--- config.mk ---
export PLATFORM = sky130hd
export DESIGN_NAME = perf_counter_bank
export DESIGN_NICKNAME = d
export VERILOG_FILES = /design/src/rtl/perf_pkg.sv /design/src/rtl/perf_sat_counter.sv /design/src/rtl/perf_counter_bank.sv
export SDC_FILE = /design/constraint.sdc
export NUM_CORES = 1
export LEC_CHECK = 0
export ABC_AREA = 1
export CAP_MARGIN = 20
export CORE_ASPECT_RATIO = 1.75
export CORE_MARGIN = 8
export CORE_UTILIZATION = 58
export DETAILED_ROUTE_END_ITERATION = 8
export PLACE_DENSITY = 0.75
export SLEW_MARGIN = 20
export SYNTH_ARGS = -nofsm -noshare
export SYNTH_HDL_FRONTEND = slang
export SYNTH_SLANG_ARGS = --single-unit
export TNS_END_PERCENT = 100
--- constraint.sdc ---
create_clock -name clk -period 2.97 [get_ports clk]
set_clock_uncertainty 0.05 [all_clocks]
set_input_delay 0.4455 -clock clk [delete_from_list [all_inputs] [get_ports clk]]
set_output_delay 0.4455 -clock clk [all_outputs]
set_load 0.03 [all_outputs]
--- src/rtl/perf_pkg.sv ---
`default_nettype none
// +--------------------------------------------------------------------+
// | perf_pkg : shared types and constants for the perf counter bank     |
// | Rev 1.0                                                             |
// +--------------------------------------------------------------------+
package perf_pkg;

  typedef enum logic [1:0] {
    PERF_IDLE    = 2'd0,
    PERF_RUN     = 2'd1,
    PERF_HALTED  = 2'd2,
    PERF_TIMEOUT = 2'd3
  } perf_state_e;

  localparam int EV_RETIRE     = 0;
  localparam int EV_ICACHE_REQ = 1;
  localparam int EV_ICACHE_HIT = 2;
  localparam int EV_DCACHE_REQ = 3;
  localparam int EV_DCACHE_HIT = 4;
  localparam int EV_MEM_RD     = 5;
  localparam int EV_MEM_WR     = 6;
  localparam int EV_REG_WR     = 7;

  localparam int PERF_CNT_W = 32;

endpackage
`default_nettype wire

--- src/rtl/perf_sat_counter.sv ---
`default_nettype none
// +--------------------------------------------------------------------+
// | perf_sat_counter : saturating counter with sticky saturation flag   |
// | Rev 1.0                                                             |
// +--------------------------------------------------------------------+
module perf_sat_counter #(
  parameter int CNT_W = 32
) (
  input  logic             clk,
  input  logic             rst,
  input  logic             clear_i,
  input  logic             inc_i,
  output logic [CNT_W-1:0] cnt_o,
  output logic             ovf_o
);

  localparam logic [CNT_W-1:0] c_cnt_max = '1;

  logic [CNT_W-1:0] cnt_q, cnt_d;
  logic             ovf_q, ovf_d;

  always_comb begin
    cnt_d = cnt_q;
    ovf_d = ovf_q;
    if (clear_i) begin
      cnt_d = '0;
      ovf_d = 1'b0;
    end else begin
      if (inc_i && (cnt_q != c_cnt_max)) begin
        cnt_d = cnt_q + CNT_W'(1);
      end
      // Flag is raised as soon as the counter sits at its ceiling.
      ovf_d = ovf_q | (cnt_d == c_cnt_max);
    end
  end

  always_ff @(posedge clk) begin
    if (rst) begin
      cnt_q <= '0;
      ovf_q <= 1'b0;
    end else begin
      cnt_q <= cnt_d;
      ovf_q <= ovf_d;
    end
  end

  assign cnt_o = cnt_q;
  assign ovf_o = ovf_q;

endmodule
`default_nettype wire

--- src/rtl/perf_counter_bank.sv ---
`default_nettype none
// +--------------------------------------------------------------------+
// | perf_counter_bank : event/cycle statistics with halt and timeout    |
// | Rev 1.0                                                             |
// +--------------------------------------------------------------------+
module perf_counter_bank
  import perf_pkg::*;
#(
  parameter int NUM_EVENTS  = 8,
  parameter int CNT_W       = perf_pkg::PERF_CNT_W,
  parameter int CYCLE_LIMIT = 100000,
  parameter int SEL_W       = $clog2(NUM_EVENTS + 1)
) (
  input  logic                  clk,
  input  logic                  rst,
  input  logic                  en_i,
  input  logic [NUM_EVENTS-1:0] event_i,
  input  logic                  halt_i,
  input  logic                  clear_i,
  input  logic                  rd_req_i,
  input  logic [SEL_W-1:0]      rd_sel_i,
  output logic                  rd_valid_o,
  output logic [CNT_W-1:0]      rd_data_o,
  output logic                  rd_err_o,
  output logic [NUM_EVENTS:0]   ovf_o,
  output logic [1:0]            state_o,
  output logic                  done_o,
  output logic                  timeout_o
);

  localparam logic [CNT_W-1:0] c_limit = CNT_W'(CYCLE_LIMIT);

  perf_state_e      state_q, state_d;
  logic             count_en;
  logic [NUM_EVENTS:0] inc;
  logic [CNT_W-1:0] cnt [NUM_EVENTS+1];
  logic [CNT_W-1:0] cycle_next;

  assign count_en   = (state_q == PERF_RUN) && en_i;
  assign inc        = {count_en, event_i & {NUM_EVENTS{count_en}}};
  assign cycle_next = cnt[NUM_EVENTS] + CNT_W'(1);

  // Index NUM_EVENTS is the cycle counter.
  for (genvar k = 0; k <= NUM_EVENTS; k++) begin : g_cnt
    perf_sat_counter #(.CNT_W(CNT_W)) u_cnt (
      .clk     (clk),
      .rst     (rst),
      .clear_i (clear_i),
      .inc_i   (inc[k]),
      .cnt_o   (cnt[k]),
      .ovf_o   (ovf_o[k])
    );
  end

  always_comb begin
    state_d = state_q;
    if (clear_i) begin
      state_d = PERF_IDLE;
    end else begin
      case (state_q)
        PERF_IDLE: if (en_i) state_d = PERF_RUN;
        PERF_RUN: begin
          if (en_i) begin
            if (halt_i)                      state_d = PERF_HALTED;
            else if (cycle_next == c_limit)  state_d = PERF_TIMEOUT;
          end
        end
        default: state_d = state_q;
      endcase
    end
  end

  always_ff @(posedge clk) begin
    if (rst) state_q <= PERF_IDLE;
    else     state_q <= state_d;
  end

  assign state_o   = state_q;
  assign done_o    = (state_q == PERF_HALTED) || (state_q == PERF_TIMEOUT);
  assign timeout_o = (state_q == PERF_TIMEOUT);

  logic             rd_oob;
  logic [CNT_W-1:0] rd_mux;
  logic             rd_valid_q, rd_valid_d;
  logic             rd_err_q, rd_err_d;
  logic [CNT_W-1:0] rd_data_q, rd_data_d;

  assign rd_oob = rd_sel_i > SEL_W'(NUM_EVENTS);

  // Reads sample the counters before this edge's update or clear.
  always_comb begin
    rd_mux = '0;
    for (int k = 0; k <= NUM_EVENTS; k++) begin
      if (rd_sel_i == SEL_W'(k)) rd_mux = cnt[k];
    end
    rd_valid_d = rd_req_i;
    rd_err_d   = rd_req_i && rd_oob;
    rd_data_d  = rd_data_q;
    if (rd_req_i) rd_data_d = rd_oob ? '0 : rd_mux;
  end

  always_ff @(posedge clk) begin
    if (rst) begin
      rd_valid_q <= 1'b0;
      rd_err_q   <= 1'b0;
      rd_data_q  <= '0;
    end else begin
      rd_valid_q <= rd_valid_d;
      rd_err_q   <= rd_err_d;
      rd_data_q  <= rd_data_d;
    end
  end

  assign rd_valid_o = rd_valid_q;
  assign rd_err_o   = rd_err_q;
  assign rd_data_o  = rd_data_q;

endmodule
`default_nettype wire

==> impl_metrics.ini <==
[run_status]
status = finished, final reports clean

[floorplan]
dieArea_um2 = 50400
initial_core_util_pct = 58.3
die-width_um = 173
io_pins = 65
coreArea_um2 = 43000
die_h_um = 291
rows = 101

[power_and_ir_drop]
p_sw_mw = 2.53
ir_drop_mv = 0.480
p_sw_share_pct = 25.2
p_leak_nw = 10.9
total_power_mw = 10.0
p_int_mw = 7.51
clockPowerShare_pct = 48.4
pwr-share-comb_pct = 6.2
p_per_area_nw_per_um2 = 358
p_seq_share_pct = 45.4

[clock_network]
path_clk_slew_ns = 0.06
post_cts_buffers = 0
cts-root-buf = clkbuf_16
cts_resized = 0
clk_latency_ns = 0.55
cts_buffer_depth = 3
cts_sinks = 333
htreeDepth = 2
numCtsBuffers = 37
cts_tree = done
cts_hold_buf = 0

[timing]
worst_pin_slew_ns = 0.640
drv_slew = 0
setup_viol = 0
rsz0062_at_grt = false
fin_crit_sh_pct = 92.4
tns_ns = 0
fin_crit_ns = 2.74
fmax_mhz = 364
hold_viol = 0
whs_ns = 0.406
slew_headroom_pct = 57.2

[run]
drv_cap = 0

[drt]
viasPerCell = 5.66
routed_wl_um = 104000
dr.pass1.iters = 8
dr.first_iter.drc_count = 2754
routedWlPerCell_um = 19.7
post-route-drc-count = 0
ant_nets = 0
vias = 29997

[logic_synthesis]
yosysTopAreaCellShare_pct = 26.6
async_flop_share_pct = 0
netlist_area_um2 = 25100
ys_types = 40
synth_area_per_cell_um2 = 5.42
synth_edf_count = 0
synth_nets = 4654
netlist_instances = 4627
ys_warn_count = 0
ys_top_cells_by_area = dfxtp_1 (27%), nand2_1 (26%), nor2_1 (13%)
yosys.area.top_type = dfxtp_1
ys_seq_area_share_pct = 26.6
synth_top_flop_cell = dfxtp_1
ys_seq_elements = 333

[setup_path]
crit_path_max_fanout = 19
rrSetupSlack_ns = 0.23
path_class = reg -> reg
crit_path_end_kind = register
worstPathArrival_ns = 3.16
worstPathRequired_ns = 3.39
critPathLaunchType = register

[hold_path]
min_path_type = reg -> reg

[global_route]
gr-usage-met1_pct = 35.4
grt_max_degree = 59
grt_util_met3_pct = 8.90
grt_pass1_vias = 28469
antenna_found_initial = 8
grt_pass1_wl_um = 157000
grt_use_total_pct = 40.2
overflow = 0
use_met2_pct = 70.7
grt.busiest_layer = met2

[cells_and_area]
nNetsFinal = 4729
syn2layout_area_growth_pct = 11.7
layout-drive-gt1-share_pct = 5.71

[placed_design]
io_buffers = 64
hpwlAfterDp_um = 82300
gp_congestion = 1.12
==> state kept, by name, indices dropped and copies added (netlist names) <==
| signal | count |
|---|---|
| rd_data_o | 32 |
| g_cnt.u_cnt.ovf_o | 9 |
| rd_valid_o | 1 |
| state_o | 2 |
| rd_err_o | 1 |
| g_cnt.u_cnt.cnt_o | 288 |
==> routing by layer <==
layer,share of wire (%),vias up
li1,-,14572
met5,0,-
met4,13,0
met3,7.0,597
met2,49,1491
met1,31,13337
==> through the flow <==
step | cells | setup WS, ns | util (%) | instance area, um2
global placement | 5229 | 0.146 | 62.2 | 26700
finish | 5304 | 0.225 | 65.1 | 28000
floorplan | 4627 | 0.805 | - | 25100
global route | 5294 | 0.0123 | 65.1 | 28000
detailed placement | 5229 | 0.0972 | 62.2 | 26700
CTS | 5294 | 0.100 | 65.1 | 28000
==> cells in the final DEF, fill, tap and decap left out, drive strengths merged, types with 10 or more instances in the layout <==
cell,instances
nand2,1798
nor2,918
inv,519
dfxtp,333
nand3,310
o21ai,192
a21oi,191
buf,114
clkdlybuf4s50,64
nand4,59
xor2,49
clkbuf,47
o22ai,36
nor3,19
o2111ai,14
clkinv,14
diode,10
==> path summary, 6_finish.rpt <==
check / from / endpoint / depth (start not counted)
max: g_cnt[5].u_cnt.cnt_o[0] / g_cnt[5].u_cnt.ovf_o / 15
min: g_cnt[0].u_cnt.ovf_o / g_cnt[0].u_cnt.ovf_o / 2
max reg2reg: g_cnt[5].u_cnt.cnt_o[0] / g_cnt[5].u_cnt.ovf_o / 15
min reg2reg: g_cnt[0].u_cnt.ovf_o / g_cnt[0].u_cnt.ovf_o / 2
==> critical path, stage by stage, from the launching register on <==
cell	delay, ns
dfxtp_1	0.55
ha_1	0.24
nand2_1	0.11
nor2_4	0.20
nand2_4	0.11
nor2_8	0.16
nand2_4	0.17
nand2_8	0.20
nand2_1	0.09
nand2_1	0.08
nand2_1	0.05
nor2_1	0.11
nand2_1	0.08
nor2_1	0.22
nand3_1	0.10
a21oi_1	0.13
==> cell type report <==
| cell class | instances | area [um2] |
|---|---|---|
| clock inverters | 18 | 186 |
| clock buffers | 47 | 1070 |
| inverters | 522 | 1970 |
| fillers | 4405 | 15000 |
| multi-input cells | 3630 | 15700 |
| repair buffers | 178 | 1700 |
| well taps | 566 | 708 |
| diodes | 10 | 25.0 |
| flip-flops and latches | 333 | 6670 |
==> cell families (layout without fill, tap and decap cells) <==
| group | count (synthesis) | count (layout) | share of synthesized area (%) |
|---|---|---|---|
| simple gates | 3117 | 3117 | 50.4 |
| buf+inv | 664 | 765 | 10.9 |
| compound gates | 449 | 449 | 9.66 |
| flops | 333 | 333 | 26.6 |
| xor+xnor | 55 | 55 | 1.92 |
| fa+ha+maj | 9 | 9 | 0.449 |
| other cells | 0 | 10 | 0 |
==> cells in the mapped netlist, types with 6 or more instances <==
| master | instances |
|---|---|
| nand2_4 | 12 |
| nand3b_1 | 7 |
| nand4_1 | 59 |
| o22ai_1 | 36 |
| inv_1 | 501 |
| a21oi_2 | 7 |
| clkbuf_1 | 75 |
| o21ai_1 | 25 |
| buf_6 | 13 |
| inv_2 | 15 |
| nor3_1 | 19 |
| nor4_1 | 6 |
| buf_4 | 20 |
| nand2_1 | 1765 |
| ha_1 | 9 |
| o2111ai_1 | 14 |
| a21oi_1 | 184 |
| o21ai_0 | 165 |
| xnor2_1 | 6 |
| nor2_4 | 15 |
| o21bai_1 | 8 |
| dfxtp_1 | 333 |
| nand3_1 | 309 |
| nor2_2 | 14 |
| nand2_2 | 20 |
| nor2_1 | 887 |
| xor2_1 | 49 |
| buf_2 | 29 |
==> power by group through the flow <==
stage          Combinational (mW)  Sequential (mW)  Clock, mW
6_report                    0.621             4.56       4.85
3_5_place_dp                0.600             4.66          0
5_1_grt                     0.671             4.56       5.05
4_1_cts                     0.603             4.56       4.89
3_3_place_gp                0.595             4.66          0
2_1_floorplan               0.371             4.65          0
(Power assumes the default switching activity.)
